**src/rtl/uart_hex_formatter.sv**
```systemverilog
// rtl/uart_hex_formatter.sv - formats a binary value as an ASCII hex line ("0x..." CR LF) for uart_tx
// One value per handshake; bytes leave through a registered valid/ready output stage.
module uart_hex_formatter #(
  parameter int NIBBLES   = 8,
  parameter bit PREFIX_EN = 1'b1
) (
  input  logic                 clk,
  input  logic                 rst_n,
  input  logic [4*NIBBLES-1:0] value_in,
  input  logic                 value_valid,
  output logic                 value_ready,
  output logic [7:0]           tx_data,
  output logic                 tx_data_valid,
  input  logic                 tx_data_ready,
  output logic                 busy
);

  localparam int W  = 4 * NIBBLES;
  localparam int CW = $clog2(NIBBLES + 1);
  localparam logic [CW-1:0] LAST_CNT = CW'(NIBBLES - 1);

  typedef enum logic [2:0] {
    S_IDLE,
    S_PFX0,
    S_PFX1,
    S_DIGIT,
    S_CR,
    S_LF
  } state_e;

  state_e        state_q;
  logic [W-1:0]  shift_q;
  logic [CW-1:0] cnt_q;
  logic [7:0]    tx_data_q;
  logic          tx_valid_q;

  logic          accept;
  logic          xfer;
  logic [7:0]    shift_char_d;
  logic [7:0]    in_char_d;

  function automatic logic [7:0] hex_char(input logic [3:0] n);
    if (n < 4'd10) return 8'h30 + {4'h0, n};
    return 8'h37 + {4'h0, n};
  endfunction

  assign accept = value_valid && (state_q == S_IDLE);
  assign xfer   = tx_valid_q && tx_data_ready;

  always_comb begin
    shift_char_d = hex_char(shift_q[W-1 -: 4]);
    in_char_d    = hex_char(value_in[W-1 -: 4]);
  end

  // state_q names the byte currently presented on tx_data; cnt_q holds digits still to follow it.
  always_ff @(posedge clk or negedge rst_n) begin
    if (!rst_n) begin
      state_q    <= S_IDLE;
      shift_q    <= '0;
      cnt_q      <= '0;
      tx_data_q  <= 8'h00;
      tx_valid_q <= 1'b0;
    end else begin
      case (state_q)
        S_IDLE: begin
          if (accept) begin
            tx_valid_q <= 1'b1;
            if (PREFIX_EN) begin
              state_q   <= S_PFX0;
              tx_data_q <= 8'h30;
              shift_q   <= value_in;
            end else begin
              state_q   <= S_DIGIT;
              tx_data_q <= in_char_d;
              shift_q   <= value_in << 4;
              cnt_q     <= LAST_CNT;
            end
          end
        end
        S_PFX0: begin
          if (xfer) begin
            state_q   <= S_PFX1;
            tx_data_q <= 8'h78;
          end
        end
        S_PFX1: begin
          if (xfer) begin
            state_q   <= S_DIGIT;
            tx_data_q <= shift_char_d;
            shift_q   <= shift_q << 4;
            cnt_q     <= LAST_CNT;
          end
        end
        S_DIGIT: begin
          if (xfer) begin
            if (cnt_q == '0) begin
              state_q   <= S_CR;
              tx_data_q <= 8'h0D;
            end else begin
              tx_data_q <= shift_char_d;
              shift_q   <= shift_q << 4;
              cnt_q     <= cnt_q - 1'b1;
            end
          end
        end
        S_CR: begin
          if (xfer) begin
            state_q   <= S_LF;
            tx_data_q <= 8'h0A;
          end
        end
        S_LF: begin
          if (xfer) begin
            state_q    <= S_IDLE;
            tx_data_q  <= 8'h00;
            tx_valid_q <= 1'b0;
          end
        end
        default: begin
          state_q    <= S_IDLE;
          tx_valid_q <= 1'b0;
        end
      endcase
    end
  end

  assign value_ready   = (state_q == S_IDLE);
  assign busy          = (state_q != S_IDLE);
  assign tx_data       = tx_data_q;
  assign tx_data_valid = tx_valid_q;

endmodule

```
**config.mk**
```make
export PLATFORM = sky130hd
export DESIGN_NAME = uart_hex_formatter
export DESIGN_NICKNAME = d
export VERILOG_FILES = /design/src/rtl/uart_hex_formatter.sv
export SDC_FILE = /design/constraint.sdc
export NUM_CORES = 1
export LEC_CHECK = 0
export CORE_ASPECT_RATIO = 2
export CORE_MARGIN = 4
export CORE_UTILIZATION = 57
export CTS_BUF_LIST = sky130_fd_sc_hd__clkbuf_8 sky130_fd_sc_hd__clkbuf_16
export CTS_CLUSTER_SIZE = 24
export DETAILED_ROUTE_END_ITERATION = 10
export GPL_TIMING_DRIVEN = 0
export PLACE_DENSITY = 0.86
export SLEW_MARGIN = 20
export SYNTH_ARGS = -nofsm -noshare
export SYNTH_HDL_FRONTEND = slang
export SYNTH_SLANG_ARGS = --single-unit
export TNS_END_PERCENT = 1
```
**constraint.sdc**
```tcl
create_clock -name clk -period 6.55 [get_ports clk]
set_input_delay 0.655 -clock clk [delete_from_list [all_inputs] [get_ports clk]]
set_output_delay 0.655 -clock clk [all_outputs]
set_load 0.005 [all_outputs]
```
==> run metrics <==
commonest non-fill, non-tap cell in the layout=dfrtp_1; Routed WL per cell=~17 um; filler cell count=approximately 370; final number of setup-violating endpoints=0; H-tree depth=2; maximum number of pins on one net before global-route repair=27; drt via density=5.904; grt total ovfl=0; Post-synth top flop=dfrtp_1; Synth Register Bits=47; Clk pwr share=11.7%; Die H=between 100 and 150 um; Post-synth EDFFs=0; crit path max fanout=10; Starting Density=around three fifths; sw frac=34.55%; Post-Syn Instances=~230; Total Wirelength=roughly 5800 um; critical path arrival=2.75 ns; YS warnings=0; Slew HR=a little under two fifths; share of cells above drive strength 1=29.29%; die width=about 57 um; critical path endpoint category=flip-flop; multi-input logic area=about 1400 sq um; CTS resizes=0; Final Hold Violating Endpoints=0; vias in the first global route=between 2000 and 2500; Fin Setup TNS=0 ns; library cells used by synthesis=between 50 and 60; Mapped Area=2734 sq um; Cell Pwr Density=around 440 nW/um^2; critical path class=reg2reg; total chip power=approximately 1.5 mW; Worst-Skew Late Latency=0.30 ns; min cycle time layout=2.564 ns; clock skew=0.007378 ns; clock sinks=47; io pins=between 40 and 50; # nets final=319; Crit path max-delay family=buffers and inverters; cell-internal power=roughly 970 uW; cell chain of the critical path=buf_2 > inv_1 > ha_1 > clkbuf_1 > clkbuf_1 > mux2_2 > mux2_4; TritonCTS clock tree=built; Area growth syn-to-layout=22.88%; DR DRC count=0; ys async rst share=100.0%; max frequency=approximately 0.39 GHz; IO Port Bufs=45; # Post-CTS Setup Buffers=0; root buffer cell=clkbuf_8; Crit path top cell by count=clkbuf_1; Worst Path Required=6.73 ns; Reg power frac=between 30% and 40%; Clock transition at path regs=roughly 0.090 ns; core footprint=around 4600 sq um; DP HPWL=approximately 4500 um; status=complete, no violations; switching power=slightly above 500 uW; First DRT Iteration DRCs=46; die area=6035 sq um; first-pass GRT wire length=around 10000 um; peak supply drop=around 0.37 mV; final period utilization=39.15%; gr usage total=about a fifth; Comb power frac=between 50% and 60%; Critical Path Start Type=flip-flop; most frequent cells in the layout=dfrtp_1 (47), clkdlybuf4s50_1 (44), mux2_2 (28); Routed Antenna Nets=0; Setup WS pre-CTS=around 4 ns; max-cap viol count=0; Synth Net Count=266; n_diodes=0; DP Cell Count=327; WP buf/inv=4; via count=slightly below 2000; Worst path slowest cell=clkbuf_1; register area=between 1000 and 1500 sq um; register area share after synthesis=between 40 and 50%; fin. max-slew vios=0; Setup WS post-layout=between 3 and 4 ns; hold crit path type=in2async; clock tree buffer depth=2; number of CTS-inserted buffers=5; critical path's largest stage delay=roughly 0.52 ns; Std-Cell Rows=35; # hold bufs at CTS=0; Post-Layout Cell Count=between 300 and 400; GPL Wtd Cong=between 0.8 and 0.9; drt pass-1 iters=4; Avg Synthesized Cell Area=approximately 12 sq um; leakage=around 1.5 nW; RSZ-0062 raised after global routing=false; initial antenna violation count=0; Worst-Margin Slew=0.9453 ns
[logic make-up after synthesis]
group	count (synthesis)	synth area share [%]
DFF	47	43.02
muxes	65	30.21
AOI/OAI and AO/OA	40	10.62
buffers and inverters	24	4.760
and+or+nand+nor	44	9.109
other	1	0.1372
xor gates and xnor gates	1	0.3204
adders and majority gates	4	1.831
[through the flow]
step                util, %  instance area (sq um)  hold WS (ns)
detailed placement    70.57                   3276        0.4847
global route          72.37                   3359        0.4227
floorplan                 -                   2734        0.3594
finish                72.37                   3359        0.3741
global placement      70.08                   3253        0.4805
CTS                   72.37                   3359        0.3937
[registers in the layout (all words and copies together), names as in the netlist]
register       cells
tx_data_valid      1
state_q            3
cnt_q              4
shift_q           32
tx_data            7
[cell type report]
cell class,instances,area share [%]
plain buffers,13,2.644
clock inverters,3,0.4469
clock buffers,5,2.048
flip-flops and latches,47,35.01
well taps,55,2.048
multi-input cells,155,42.50
inverters,11,1.229
repair buffers,46,14.08
[routing by layer]
layer  track usage, %  up-vias  wire length, um  part of all wire (%)
met5                0        -                0                     0
met4            8.955        0              153                   2.6
met3            2.916       15              208                   3.6
met2            40.10       60             3314                    57
met1            21.97      985             2136                    37
li1                 -      918                -                     -
[synth_stat cells (3+ instances only)]
| master | number | area, sq um |
|---|---|---|
| mux2_4 | 27 | 405.4 |
| a21oi_1 | 11 | 55.05 |
| mux2_2 | 28 | 315.3 |
| clkbuf_1 | 5 | 18.77 |
| dfrtp_1 | 47 | 1176 |
| a31oi_1 | 3 | 18.77 |
| buf_6 | 4 | 45.04 |
| inv_1 | 11 | 41.29 |
| nor2_1 | 8 | 30.03 |
| mux2_1 | 4 | 45.04 |
| nor2b_1 | 8 | 50.05 |
| ha_1 | 4 | 50.05 |
| o21ai_0 | 5 | 25.02 |
| mux2i_1 | 6 | 60.06 |
| nand2_1 | 9 | 33.78 |
[path summary, 6_finish.rpt]
check | from | to | slack [ns] | cells after the start
worst max-delay path | state_q[2] | shift_q[18] | 3.99 | 7
worst min-delay path | rst_n | tx_data_valid | 0.37 | 1
worst max register to register | state_q[2] | shift_q[18] | 3.99 | 7
worst min register to register | tx_data[6] | tx_data[6] | 0.50 | 1
max in group asynchronous | rst_n | shift_q[0] | 5.65 | 2
min in group clk | tx_data[6] | tx_data[6] | 0.50 | 1
[power groups by stage]
stage                     Sequential, mW  Clock, mW  Combinational, mW
final                              0.514      0.173              0.789
after global routing               0.533      0.188              0.859
after floorplan                    0.489          0              0.622
after detailed placement           0.516          0              0.790
after CTS                          0.513      0.175              0.793
after global placement             0.510          0              0.764
Note: power is estimated with default switching activity, not from simulation.
